[src/rtl/pipeline_stall_controller_pkg.sv]
// Shared state encoding and default sizing for the pipeline freeze/flush sequencer.
package pipeline_stall_controller_pkg;

  typedef enum logic [1:0] {
    ST_RUN      = 2'd0,
    ST_MEM_WAIT = 2'd1,
    ST_ERROR    = 2'd2
  } state_e;

  localparam int MEM_TIMEOUT_DEF = 64;
  localparam int CNT_W_DEF       = 16;

endpackage

[src/rtl/pipeline_stall_controller_sat_counter.sv]
// Saturating up-counter used for the pipeline performance statistics.
module sat_counter #(
  parameter int W = 16
) (
  input  logic         clk,
  input  logic         rst,
  input  logic         inc,
  output logic [W-1:0] count
);

  logic [W-1:0] count_q;

  // NOTE: sequential state is written only with non-blocking assignments so every
  // flop samples the pre-edge values, independent of process ordering.
  always_ff @(posedge clk) begin
    if (rst) begin
      count_q <= '0;
    end else if (inc && (count_q != '1)) begin
      count_q <= count_q + 1'b1;
    end
  end

  assign count = count_q;

endmodule

[src/rtl/pipeline_stall_controller.sv]
// Freeze/flush sequencer for the 5-stage pipeline: memory stall, branch flush,
// load-use bubble, memory timeout detection and saturating statistics.
module pipeline_stall_controller
  import pipeline_stall_controller_pkg::*;
#(
  parameter int MEM_TIMEOUT = MEM_TIMEOUT_DEF,
  parameter int CNT_W       = CNT_W_DEF
) (
  input  logic             clk,
  input  logic             rst,
  input  logic             hazard,
  input  logic             branch_taken,
  input  logic             mem_req,
  input  logic             mem_ready,
  output logic             freeze_if,
  output logic             freeze_id,
  output logic             freeze_exe,
  output logic             flush_if_id,
  output logic             flush_id_exe,
  output logic             bubble_wb,
  output logic             mem_error,
  output logic [CNT_W-1:0] stall_cnt,
  output logic [CNT_W-1:0] memwait_cnt,
  output logic [CNT_W-1:0] flush_cnt
);

  localparam int            TW       = $clog2(MEM_TIMEOUT);
  localparam logic [TW-1:0] TMO_LAST = TW'(MEM_TIMEOUT - 1);

  state_e        state_q, state_d;
  logic [TW-1:0] tcnt_q, tcnt_d;
  logic          mem_stall;
  logic          mem_freeze_act;
  logic          branch_act;
  logic          hazard_act;

  assign mem_stall = (mem_req && !mem_ready) ||
                     ((state_q == ST_MEM_WAIT) && !mem_ready);

  always_ff @(posedge clk) begin
    if (rst) begin
      state_q <= ST_RUN;
      tcnt_q  <= '0;
    end else begin
      state_q <= state_d;
      tcnt_q  <= tcnt_d;
    end
  end

  // NOTE: every signal driven here gets a default first, so no path through the
  // priority chain can leave one unassigned and infer a latch.
  always_comb begin
    state_d        = state_q;
    tcnt_d         = '0;
    freeze_if      = 1'b0;
    freeze_id      = 1'b0;
    freeze_exe     = 1'b0;
    flush_if_id    = 1'b0;
    flush_id_exe   = 1'b0;
    bubble_wb      = 1'b0;
    mem_freeze_act = 1'b0;
    branch_act     = 1'b0;
    hazard_act     = 1'b0;

    if ((state_q == ST_ERROR) || mem_stall) begin
      freeze_if      = 1'b1;
      freeze_id      = 1'b1;
      freeze_exe     = 1'b1;
      bubble_wb      = 1'b1;
      mem_freeze_act = 1'b1;
    end else if (branch_taken) begin
      // The hazarding instruction is squashed by the flush, so hazard is moot.
      flush_if_id  = 1'b1;
      flush_id_exe = 1'b1;
      branch_act   = 1'b1;
    end else if (hazard) begin
      freeze_if    = 1'b1;
      flush_id_exe = 1'b1;
      hazard_act   = 1'b1;
    end

    case (state_q)
      ST_RUN: begin
        if (mem_stall) state_d = ST_MEM_WAIT;
      end
      ST_MEM_WAIT: begin
        // A completion arriving on the limit cycle still wins over the timeout.
        if (mem_ready) begin
          state_d = ST_RUN;
        end else if (tcnt_q == TMO_LAST) begin
          state_d = ST_ERROR;
        end else begin
          tcnt_d = tcnt_q + 1'b1;
        end
      end
      ST_ERROR: state_d = ST_ERROR;
      default:  state_d = ST_RUN;
    endcase
  end

  assign mem_error = (state_q == ST_ERROR);

  sat_counter #(.W(CNT_W)) u_stall_cnt (
    .clk   (clk),
    .rst   (rst),
    .inc   (hazard_act),
    .count (stall_cnt)
  );

  sat_counter #(.W(CNT_W)) u_memwait_cnt (
    .clk   (clk),
    .rst   (rst),
    .inc   (mem_freeze_act),
    .count (memwait_cnt)
  );

  sat_counter #(.W(CNT_W)) u_flush_cnt (
    .clk   (clk),
    .rst   (rst),
    .inc   (branch_act),
    .count (flush_cnt)
  );

endmodule

[config.mk]
export PLATFORM = sky130hd
export DESIGN_NAME = pipeline_stall_controller
export DESIGN_NICKNAME = d
export VERILOG_FILES = /design/src/rtl/pipeline_stall_controller_pkg.sv /design/src/rtl/pipeline_stall_controller_sat_counter.sv /design/src/rtl/pipeline_stall_controller.sv
export SDC_FILE = /design/constraint.sdc
export NUM_CORES = 1
export LEC_CHECK = 0
export CORE_UTILIZATION = 63
export DETAILED_ROUTE_END_ITERATION = 12
export DONT_BUFFER_PORTS = 1
export GPL_TIMING_DRIVEN = 0
export PLACE_DENSITY_LB_ADDON = 0.08
export SETUP_SLACK_MARGIN = 0.5
export SYNTH_ARGS = -nofsm -noshare
export SYNTH_HDL_FRONTEND = slang
export SYNTH_SLANG_ARGS = --single-unit
[constraint.sdc]
create_clock -name clk -period 2.12 [get_ports clk]
set_clock_uncertainty 0.05 [all_clocks]
set_input_delay 0.212 -clock clk [delete_from_list [all_inputs] [get_ports clk]]
set_output_delay 0.212 -clock clk [all_outputs]
set_load 0.01 [all_outputs]
== Word level (Yosys, flattened, before mapping) ==
Index checks and enable logic that the tools add are counted.

* Eq/ne operators: 8
* $add $sub $neg: 4
* Multiplexer cells: 13
* Bitwise gates (word level): 1
* Reductions and logical operators: 11

{| class="wikitable"
|+ Operators by type and width
! cell !! count
|-
| $add A16 B1 Y16 const B || 3
|-
| $ne A16 B16 Y1 const B || 3
|-
| $mux W1 || 9
|-
| $add A6 B1 Y6 const B || 1
|-
| $eq A6 B6 Y1 const B || 1
|-
| $mux W2 || 3
|-
| $pmux W2 S3 || 1
|-
| $logic_and A1 B1 Y1 || 5
|-
| $reduce_or A4 Y1 || 1
|-
| $ne A3 B2 Y1 const B || 1
|-
| $eq A2 B1 Y1 const B || 1
|-
| $eq A2 B2 Y1 const B || 1
|-
| $logic_not A2 Y1 || 1
|-
| $logic_or A1 B1 Y1 || 2
|-
| $ne A2 B2 Y1 const B || 1
|-
| $reduce_and A2 Y1 || 1
|-
| $logic_not A1 Y1 || 1
|-
| $not A1 Y1 || 1
|}

* Input bits: 6
* Register bits after elaboration: 56
* Output and inout bits: 55
* Word-level logic and storage cells: 42

== Longest topological paths before layout ==
Gate-level depths: netlist of the first run.

* Word-level depth: 6
* Mapped depth: 7
* Gate-level depth less buffers: 6

== By module ==
From an unflattened synthesis of the first run, not the netlist that was laid out.

* Cell total of the unflattened synthesis: 343
* Area, all modules: 2,934.1 um^2

{| class="wikitable"
|+ Modules (own cells, without submodules)
! module !! cells an instance !! instances !! area each (um^2) !! sequential area each (um^2)
|-
| sat_counter || 99 || 3 || 848.3 || 320.3
|-
| pipeline_stall_controller || 46 || 1 || 389.1 || 160.2
|}

== Worst setup path before layout of the first run ==
Ideal clock, no wire load.

* Path type: flip-flop to flip-flop
* Start point: reg state_q[1]
* End point: reg u_stall_cnt.count_q[13] (netlist: u_stall_cnt.count[13])
* Slack: 228 ps
* Path buffers: 1
* Required time: 1,947 ps
* Clock period less this slack: 1,892 ps
* Setup time: 123 ps
* Cell stages (with the launch flop): 8
* Arrival: 1,719 ps
* Path through: dfxtp_1 -> nor2b_1 -> buf_6 -> nor3_4 -> inv_4 -> nor4_4 -> nand4_1 -> mux2_1

* Elaborated cells on any way between the ends: 7
* Classes of those cells: 2 x eq/ne; 1 x mux; 4 x reduce/logical

{| class="wikitable"
|+ RTL lines
! what !! line !! text
|-
| from (decl) || pipeline_stall_controller.sv:30 || <nowiki>state_e state_q, state_d;</nowiki>
|-
| from (signal assigned) || pipeline_stall_controller.sv:45 || <nowiki>state_q <= state_d;</nowiki>
|-
| $eq A2 B2 Y1 || -- ||
|-
| named net mem_error || pipeline_stall_controller.sv:21 || <nowiki>output logic mem_error,</nowiki>
|-
| $logic_or A1 B1 Y1 || pipeline_stall_controller.sv:65 || <nowiki>if ((state_q == ST_ERROR) || mem_stall) begin</nowiki>
|-
| $mux W1 || pipeline_stall_controller.sv:65 ||
|-
| $logic_and A1 B1 Y1 || pipeline_stall_controller_sat_counter.sv:18 || <nowiki>end else if (inc && (count_q != '1)) begin</nowiki>
|-
| to (signal assigned) || pipeline_stall_controller_sat_counter.sv:19 || <nowiki>count_q <= count_q + 1'b1;</nowiki>
|-
| to (decl) || pipeline_stall_controller_sat_counter.sv:11 || <nowiki>logic [W-1:0] count_q;</nowiki>
|}

The timed path passes the listed nets, and every way through them passes these cells.
A chain may end at the register's enable or synchronous reset.

== Worst setup path in the final report of the first run ==
* Start point: reg state_q[0]
* End point: reg u_stall_cnt.count_q[13] (netlist: u_stall_cnt.count[13])

Same word-level chain as after synthesis.

==> run_results.csv, run 1 <==
group,metric,value,unit
status,status,"complete, no violations",
setup_path,cp_slowest_stage_delay,0.35,ns
timing,final_hold_viol_count,0,
layout,final_common_cell,"nor2_1",
yosys,synth_area_leaders,"dfxtp_1 40%, xor2_1 7.1%, nor2_1 6.4%",
clocking,path_clk_slew,0.10,ns
global_routing,grt_pass1_vias,2420,
layout,post-route-util,86.0,%
route,routed_via_density,6.56,
clocking,cts_root_buffer,"clkbuf_8",
yosys,synth_area_per_cell,8.95,sq um
route,vias,2658,
place,dpl.cell_count,365,
floorplan,core_area,4140,sq um
setup_path,critPathKind,"flip-flop to flip-flop",
route,drt_iter0_drc,183,
global_routing,grt_pass1_wl,11.4,mm
setup_path,cp_top_family,"simple AND/OR/NAND/NOR gates",
timing,setup_viol,0,
place,hpwlAfterDp,4.29,mm
floorplan,dieWidth,68.9,um
yosys,synth_top_cell_by_area,"dfxtp_1",
timing,rsz0062_at_grt,"yes",
timing,tightest_slew,0.592,ns
yosys,synth_cell_types,47,
global_routing,overflow,0,
timing,relSlewSlack,60.5,%
yosys,synth_nets,325,
timing,min_period,1.97,ns
floorplan,io_pins,61,
layout,area.growth.synth_to_final,26.4,%
setup_path,crit_slowest_cell,"dfxtp_2",
layout,drive_above_1_share,34.1,%
place,placed_cell_area,2960,sq um
setup_path,cp.depth,8,
yosys,ys_seq_area_share,39.8,%
setup_path,cp.arrival,2.12,ns
layout,final_cell_mix,"47 x nor2_1, 29 x dfxtp_2, 23 x xor2_1, 23 x dfxtp_1, 22 x nand4_1",
timing,max_freq,0.507,GHz
setup_path,worstSetupStartpointType,"flip-flop",
yosys,synth_edf_count,0,
yosys,netlist_area,2820,sq um
setup_path,crit_fanout,8,
clocking,numCtsBuffers,5,
pwr,ir_drop,0.487,mV
route,first_pass_iters,4,
setup_path,crit_buf_inv,3,
pwr,power.leakage,0.00130,uW
yosys,synth_flop_cell,"dfxtp_1",
place,place_congestion,0.824,
global_routing,antenna_found_initial,0,
floorplan,num_rows,23,
floorplan,design.die.area,4750,sq um
route,drcViolationCount,0,
yosys,postSynthCellCount,315,
setup_path,path_cells,"buf_6 > nor2b_4 > buf_12 > nor3_4 > inv_4 > nor4_4 > nand4_1 > mux2_4",
yosys,synth_warnings,0,
yosys,async_flop_share,0,%
layout,antennaDiodeCount,0,
timing,fin_setup_tns,0,ns
hold_path,min_path_type,"input port to flip-flop",
clocking,cts_tree,"done",
clocking,clock_sinks,56,
setup_path,cp-startpoint,"state_q[0]",
setup_path,worst_r2r_startpoint,"state_q[0]",
pwr,p_total,1880,uW
timing,finalCritPeriodShare,93.0,%
setup_path,required,2.27,ns
setup_path,cp-endpoint,"u_stall_cnt.count[13]",
floorplan,initial_core_util,68.0,%
clocking,clk_latency,0.31,ns
place,port_buffers,0,
clocking,h-tree-depth,2,
yosys,netlist.area_leader.share,39.8,%
pwr,power_density,527,nW/um^2
global_routing,grt_max_degree,17,
setup_path,ff2ff_setup_slack,0.15,ns
clocking,clockBufferDepth,2,
global_routing,gr-usage-all-layers,32.8,%
timing,slew_violations,0,
job,cap_violations,0,
route,routed_wl,7.93,mm
route,post_drt_wl_per_cell,19.6,um
layout,design_area,3560,sq um
route,drtAntennaViolNets,0,
setup_path,r2r-end,"u_stall_cnt.count[13]",
layout,fin_cells,405,
layout,nNetsFinal,364,
setup_path,ff2ff_path_depth,8,
setup_path,critPathCaptureType,"flip-flop",
yosys,ys_seq_elements,56,
floorplan,die_h,68.9,um
## cells by family (layout without fill, tap and decap cells)
| logic type | after synthesis | count (layout) | share of synthesized area, % |
|---|---|---|---|
| DFF | 56 | 56 | 39.8 |
| muxes | 6 | 6 | 2.22 |
| xor gates and xnor gates | 34 | 34 | 10.6 |
| AOI/OAI and AO/OA | 38 | 38 | 9.23 |
| buffers and inverters | 18 | 58 | 3.06 |
| and+or+nand+nor | 159 | 159 | 33.4 |
| adders and majority gates | 4 | 4 | 1.78 |
## power by group
| group | internal (uW) | switching (uW) |
|---|---|---|
| combinational | 61.2 | 85.3 |
| sequential | 1060 | 23.8 |
| clock | 304 | 343 |
## metal layers
metal | GRT usage, % | up-vias | wire (um)
li1 | - | 1227 | -
met1 | 38.8 | 1259 | 3090
met2 | 55.6 | 145 | 3850
met3 | 9.87 | 27 | 729
met4 | 12.0 | 0 | 259
met5 | 0 | - | 0
## what timing repair did
action,4_1_cts,5_1_grt
hold buffers,0,1
endpoints found under the hold margin,0,1
cloned,3,0
setup endpoints to repair,53,56
gates resized for setup,63,17
setup buffers,25,3
pin swaps,29,18
## Yosys cell counts, types with 6 or more instances
cell type / count
dfxtp_1: 56
nor2_1: 48
xor2_1: 23
nand4_1: 22
nand2_1: 14
and3_1: 13
nand3_1: 12
xnor2_1: 11
and4_1: 10
a21oi_1: 9
nor2b_1: 8
nor3_1: 8
clkbuf_1: 7
and2_1: 6
o211ai_1: 6
o21ai_0: 6
## worst min path at each step
stage	to	startpoint	slack, ns	cells past startpoint
after CTS	state_q[0]	mem_req	0.003	1
final	state_q[0]	mem_ready	0.06	2
after global routing	state_q[0]	mem_ready	0.05	2
after global placement	state_q[0]	mem_req	0.30	1
after detailed placement	state_q[0]	mem_req	0.32	1
after floorplan	state_q[0]	mem_req	0.30	1
## sequential cells by signal, summed over array words and instances (netlist names)
signal	flops
state_q	2
u_stall_cnt.count	16
u_flush_cnt.count	16
tcnt_q	6
u_memwait_cnt.count	16
## worst reg2reg max path: cells and delay by family, from the launching register on
family | cells | cell delay (ns)
AND/OR/NAND/NOR | 4 | 0.73
buffers and inverters | 3 | 0.41
flip-flops | 1 | 0.35
multiplexers | 1 | 0.35
## cell type report
| cell class | instances | area [sq um] |
|---|---|---|
| inverter | 6 | 25.0 |
| timing repair buffer | 31 | 272 |
| clock buffer | 7 | 97.6 |
| fill | 222 | 582 |
| sequential | 56 | 1170 |
| clock inverter | 1 | 5.00 |
| timing repair inverter | 1 | 7.51 |
| buffer | 12 | 88.8 |
| multi-input combinational | 241 | 1830 |
| tap | 50 | 62.6 |
## through the flow
stage	setup WS, ns	hold slack (ns)
2_1_floorplan	0.363	0.300
3_5_place_dp	0.199	0.320
4_1_cts	0.318	0.00329
3_3_place_gp	0.197	0.303
5_1_grt	0.104	0.0530
6_report	0.147	0.0594
Note: power is estimated with default switching activity, not from simulation.
==> run 2: changes to the inputs <==
- CORE_UTILIZATION: 63 -> 35
==> run_results.csv, run 2 (same netlist as run 1, synthesis figures left out) <==
group,metric,value,unit
place,place_congestion,0.766,
layout,regArea,1160,sq um
setup_path,critPathKind,"flip-flop to flip-flop",
route,drtAntennaViolNets,0,
clocking,h-tree-depth,2,
timing,min_period,1.86,ns
route,vias,2417,
setup_path,cp.arrival,1.99,ns
setup_path,required,2.25,ns
layout,multi_input_area,1840,sq um
timing,tightest_slew,0.647,ns
layout,fillers,806,
global_routing,grt_pass1_wl,12.1,mm
timing,hold_slack,0.0382,ns
timing,setup_viol,0,
timing,max_freq,0.538,GHz
hold_path,min_path_type,"input port to flip-flop",
timing,relSlewSlack,56.9,%
place,hpwlAfterDp,4.88,mm
layout,area.growth.synth_to_final,27.7,%
route,post_drt_wl_per_cell,16.1,um
clocking,path_clk_slew,0.09,ns
clocking,clockBufferDepth,2,
place,placed_cell_area,3030,sq um
global_routing,grt_pass1_vias,2393,
layout,antennaDiodeCount,0,
timing,finalCritPeriodShare,87.7,%
pwr,power_density,520,nW/um^2
floorplan,initial_core_util,36.3,%
pwr,ir_drop,0.258,mV
timing,fin_setup_tns,0,ns
global_routing,antenna_found_initial,0,
clocking,clk_latency,0.32,ns
global_routing,gr-usage-all-layers,18.0,%
global_routing,overflow,0,
floorplan,die_h,91.7,um
timing,final_hold_viol_count,0,
job,cap_violations,0,
layout,drive_above_1_share,30.0,%
timing,slew_violations,0,
clocking,cts_root_buffer,"clkbuf_8",
route,routed_via_density,5.35,
floorplan,design.die.area,8420,sq um
setup_path,critPathCaptureType,"flip-flop",
layout,design_area,3600,sq um
setup_path,ff2ff_path_depth,6,
setup_path,ff2ff_setup_slack,0.26,ns
clocking,clock_sinks,56,
hold_path,min-delay-start,"mem_ready",
layout,final_common_cell,"nor2_1",
status,status,"complete, no violations",
setup_path,crit_fanout,7,
clocking,numCtsBuffers,5,
pwr,power.leakage,0.00128,uW
layout,final_cell_mix,"47 x nor2_1, 35 x dfxtp_1, 23 x xor2_1",
route,first_pass_iters,4,
route,routed_wl,7.29,mm
route,drt_iter0_drc,53,
setup_path,worstSetupStartpointType,"flip-flop",
floorplan,io_pins,61,
layout,nNetsFinal,360,
route,drcViolationCount,0,
hold_path,worstHoldPathCells,2,
setup_path,worst_r2r_startpoint,"state_q[0]",
hold_path,worst_hold_path.endpoint,"state_q[0]",
floorplan,num_rows,32,
timing,rsz0062_at_grt,"yes",
place,port_buffers,0,
clocking,cts_tree,"done",
setup_path,r2r-end,"u_flush_cnt.count[3]",
floorplan,core_area,7770,sq um
layout,post-route-util,46.3,%
global_routing,grt_max_degree,16,
floorplan,dieWidth,91.7,um
-- run 2: layer usage --
metal,part of all wire (%),vias to the layer above,track usage (%),routed length (um)
met5,0,-,0,0
met4,1.4,0,4.69,99
met3,5.0,9,5.14,366
met2,47,38,29.9,3450
met1,46,1158,22.8,3370
li1,-,1212,-,-
-- run 2: repair_timing --
action	in CTS	in global routing
hold endpoints to repair	1	0
gates cloned	2	0
pin swaps	23	18
buffers inserted	19	6
gates resized for setup	44	30
hold buffers	1	0
endpoints found under the setup margin	54	61
-- run 2: through the flow --
stage                     setup WS (ns)  cells  power, uW
final                             0.261    452       1870
after global routing              0.146    452       1960
after CTS                         0.223    446       1880
after detailed placement          0.145    417       1210
after global placement            0.116    417       1210
after floorplan                   0.363    315       1180
-- run 2: critical path, cell delays in order (launching register included) --
cell and delay, ns:
dfxtp_4 0.37, nor3b_4 0.18, buf_6 0.14, nor4b_4 0.56, o211ai_1 0.22, xor2_1 0.17
nor2_1 0.05
-- run 2: layout make-up --
type	count	share of cell area [%]
multi-input cells	241	51.2
flip-flops and latches	56	32.2
repair buffers	27	7.16
well taps	102	3.55
clock buffers	7	2.68
plain buffers	12	2.26
inverters	6	0.695
repair inverters	1	0.209
-- run 2: worst max-delay path by stage --
| stage | end | slack [ns] | startpoint | depth (start not counted) |
|---|---|---|---|---|
| final | u_flush_cnt.count[3] | 0.26 | state_q[0] | 6 |
| after CTS | u_stall_cnt.count[13] | 0.22 | state_q[1] | 7 |
| after floorplan | u_memwait_cnt.count[5] | 0.36 | state_q[0] | 5 |
| after detailed placement | u_flush_cnt.count[14] | 0.14 | state_q[1] | 6 |
| after global placement | u_flush_cnt.count[14] | 0.12 | state_q[1] | 6 |
| after global routing | u_flush_cnt.count[2] | 0.15 | state_q[0] | 6 |
-- run 2: report_power, final --
| group | leakage [uW] | switching, uW | internal, uW |
|---|---|---|---|
| Combinational | 0.000764 | 81.4 | 61.8 |
| Clock | 0.0000503 | 351 | 292 |
| Sequential | 0.000463 | 23.6 | 1060 |
| Total | 0.00128 | 456 | 1420 |
==> run 3: changes to the inputs <==
- SETUP_SLACK_MARGIN: 0.5 -> 0.2
==> run_results.csv, run 3 (same netlist as run 1, synthesis figures left out) <==
group,metric,value,unit
setup_path,crit_buf_inv,1,
setup_path,crit_slowest_cell,"nor4b_4",
clocking,cts_root_buffer,"clkbuf_8",
timing,tightest_slew,0.603,ns
timing,slew_violations,0,
clocking,clk_latency,0.31,ns
place,place_congestion,0.772,
setup_path,critPathKind,"flip-flop to flip-flop",
setup_path,critPathCaptureType,"flip-flop",
global_routing,grt_pass1_wl,11.1,mm
hold_path,min_path_type,"input port to flip-flop",
route,first_pass_iters,4,
place,hpwlAfterDp,4.77,mm
timing,min_period,1.85,ns
route,vias,2345,
route,drtAntennaViolNets,0,
route,routed_wl,6.70,mm
global_routing,grt_pass1_vias,2174,
place,pre_cts_slack,-0.0497,ns
clocking,path_clk_slew,0.10,ns
floorplan,design.die.area,8420,sq um
setup_path,ff2ff_setup_slack,0.27,ns
place,dpl.cell_count,417,
timing,worst_slack,0.269,ns
timing,relSlewSlack,59.4,%
setup_path,crit_fanout,7,
floorplan,num_rows,32,
global_routing,grt_max_degree,16,
timing,max_freq,0.540,GHz
route,drt_iter0_drc,60,
layout,fin_cells,440,
setup_path,cp_slowest_stage_delay,0.54,ns
pwr,p_total,1810,uW
layout,post-route-util,41.8,%
setup_path,required,2.25,ns
layout,final_cell_mix,"48 x nor2_1, 40 x dfxtp_1, 23 x xor2_1",
floorplan,die_h,91.7,um
floorplan,initial_core_util,36.3,%
floorplan,core_area,7770,sq um
setup_path,cp.arrival,1.98,ns
layout,drive_above_1_share,17.2,%
layout,final_common_cell,"nor2_1",
layout,area.growth.synth_to_final,15.3,%
global_routing,overflow,0,
route,post_drt_wl_per_cell,15.2,um
pwr,ir_drop,0.242,mV
pwr,power.leakage,0.00119,uW
floorplan,io_pins,61,
timing,setup_viol,0,
clocking,clockBufferDepth,2,
clocking,h-tree-depth,2,
global_routing,antenna_found_initial,0,
setup_path,path_cells,"nor3b_4 > buf_6 > nor4b_4 > o21ai_1 > mux2i_1 > nor2_1",
global_routing,gr-usage-all-layers,16.5,%
place,port_buffers,0,
clocking,cts_tree,"done",
clocking,clock_sinks,56,
status,status,"complete, no violations",
timing,hold_slack,0.0395,ns
job,cap_violations,0,
setup_path,cp_top_family,"simple AND/OR/NAND/NOR gates",
clocking,numCtsBuffers,5,
timing,final_hold_viol_count,0,
layout,antennaDiodeCount,0,
route,routed_via_density,5.33,
route,drcViolationCount,0,
layout,fillers,803,
timing,finalCritPeriodShare,87.3,%
pwr,power_density,556,nW/um^2
setup_path,worstSetupStartpointType,"flip-flop",
layout,nNetsFinal,347,
timing,rsz0062_at_grt,"yes",
floorplan,dieWidth,91.7,um
==> run 3: changes by cell type in the layout (fill, tap and decap cells not counted), sizes merged <==
cell	before	now
buf	30	17
clkbuf	15	17
clkinvlp	1	0
==> run 3: area by class of cell <==
class | count | area [sq um] | share of cell area [%]
plain buffers | 12 | 71.3 | 2.19
flip-flops and latches | 56 | 1150 | 35.3
clock buffers | 8 | 90.1 | 2.77
well taps | 102 | 128 | 3.93
multi-input cells | 241 | 1670 | 51.3
inverters | 6 | 25.0 | 0.770
repair buffers | 15 | 119 | 3.66
==> run 3: final timing paths <==
kind | from | to | cells past startpoint
hold / removal | mem_ready | state_q[0] | 2
setup / recovery | state_q[0] | u_flush_cnt.count[1] | 6
setup reg to reg | state_q[0] | u_flush_cnt.count[1] | 6
hold reg to reg | tcnt_q[0] | tcnt_q[0] | 1
==> run 3: power breakdown <==
part	switching, uW	leakage (uW)	internal [uW]
logic	67.5	0.000687	41.6
clock network	347	0.0000455	268
registers	20.5	0.000460	1060
total	435	0.00119	1370
==> run 3: timing repair <==
item	CTS	global route
hold buffers	1	0
endpoints found under the hold margin	1	0
endpoints found under the setup margin	31	30
gates cloned	0	1
setup buffers	8	5
resized for setup	13	22
pin swaps	4	16
==> run 3: stage by stage <==
step | TNS, ns | area (sq um)
6_report | 0 | 3250
5_1_grt | 0 | 3250
4_1_cts | 0 | 3150
3_5_place_dp | -0.0786 | 2950
3_3_place_gp | -0.147 | 2950
2_1_floorplan | 0 | 2820
==> run 3: metal layers <==
layer | up-vias | track usage, % | wire [um]
met2 | 51 | 27.1 | 3040
met5 | - | 0 | 0
met3 | 7 | 5.47 | 391
met4 | 0 | 4.30 | 71
li1 | 1189 | - | -
met1 | 1098 | 20.8 | 3200
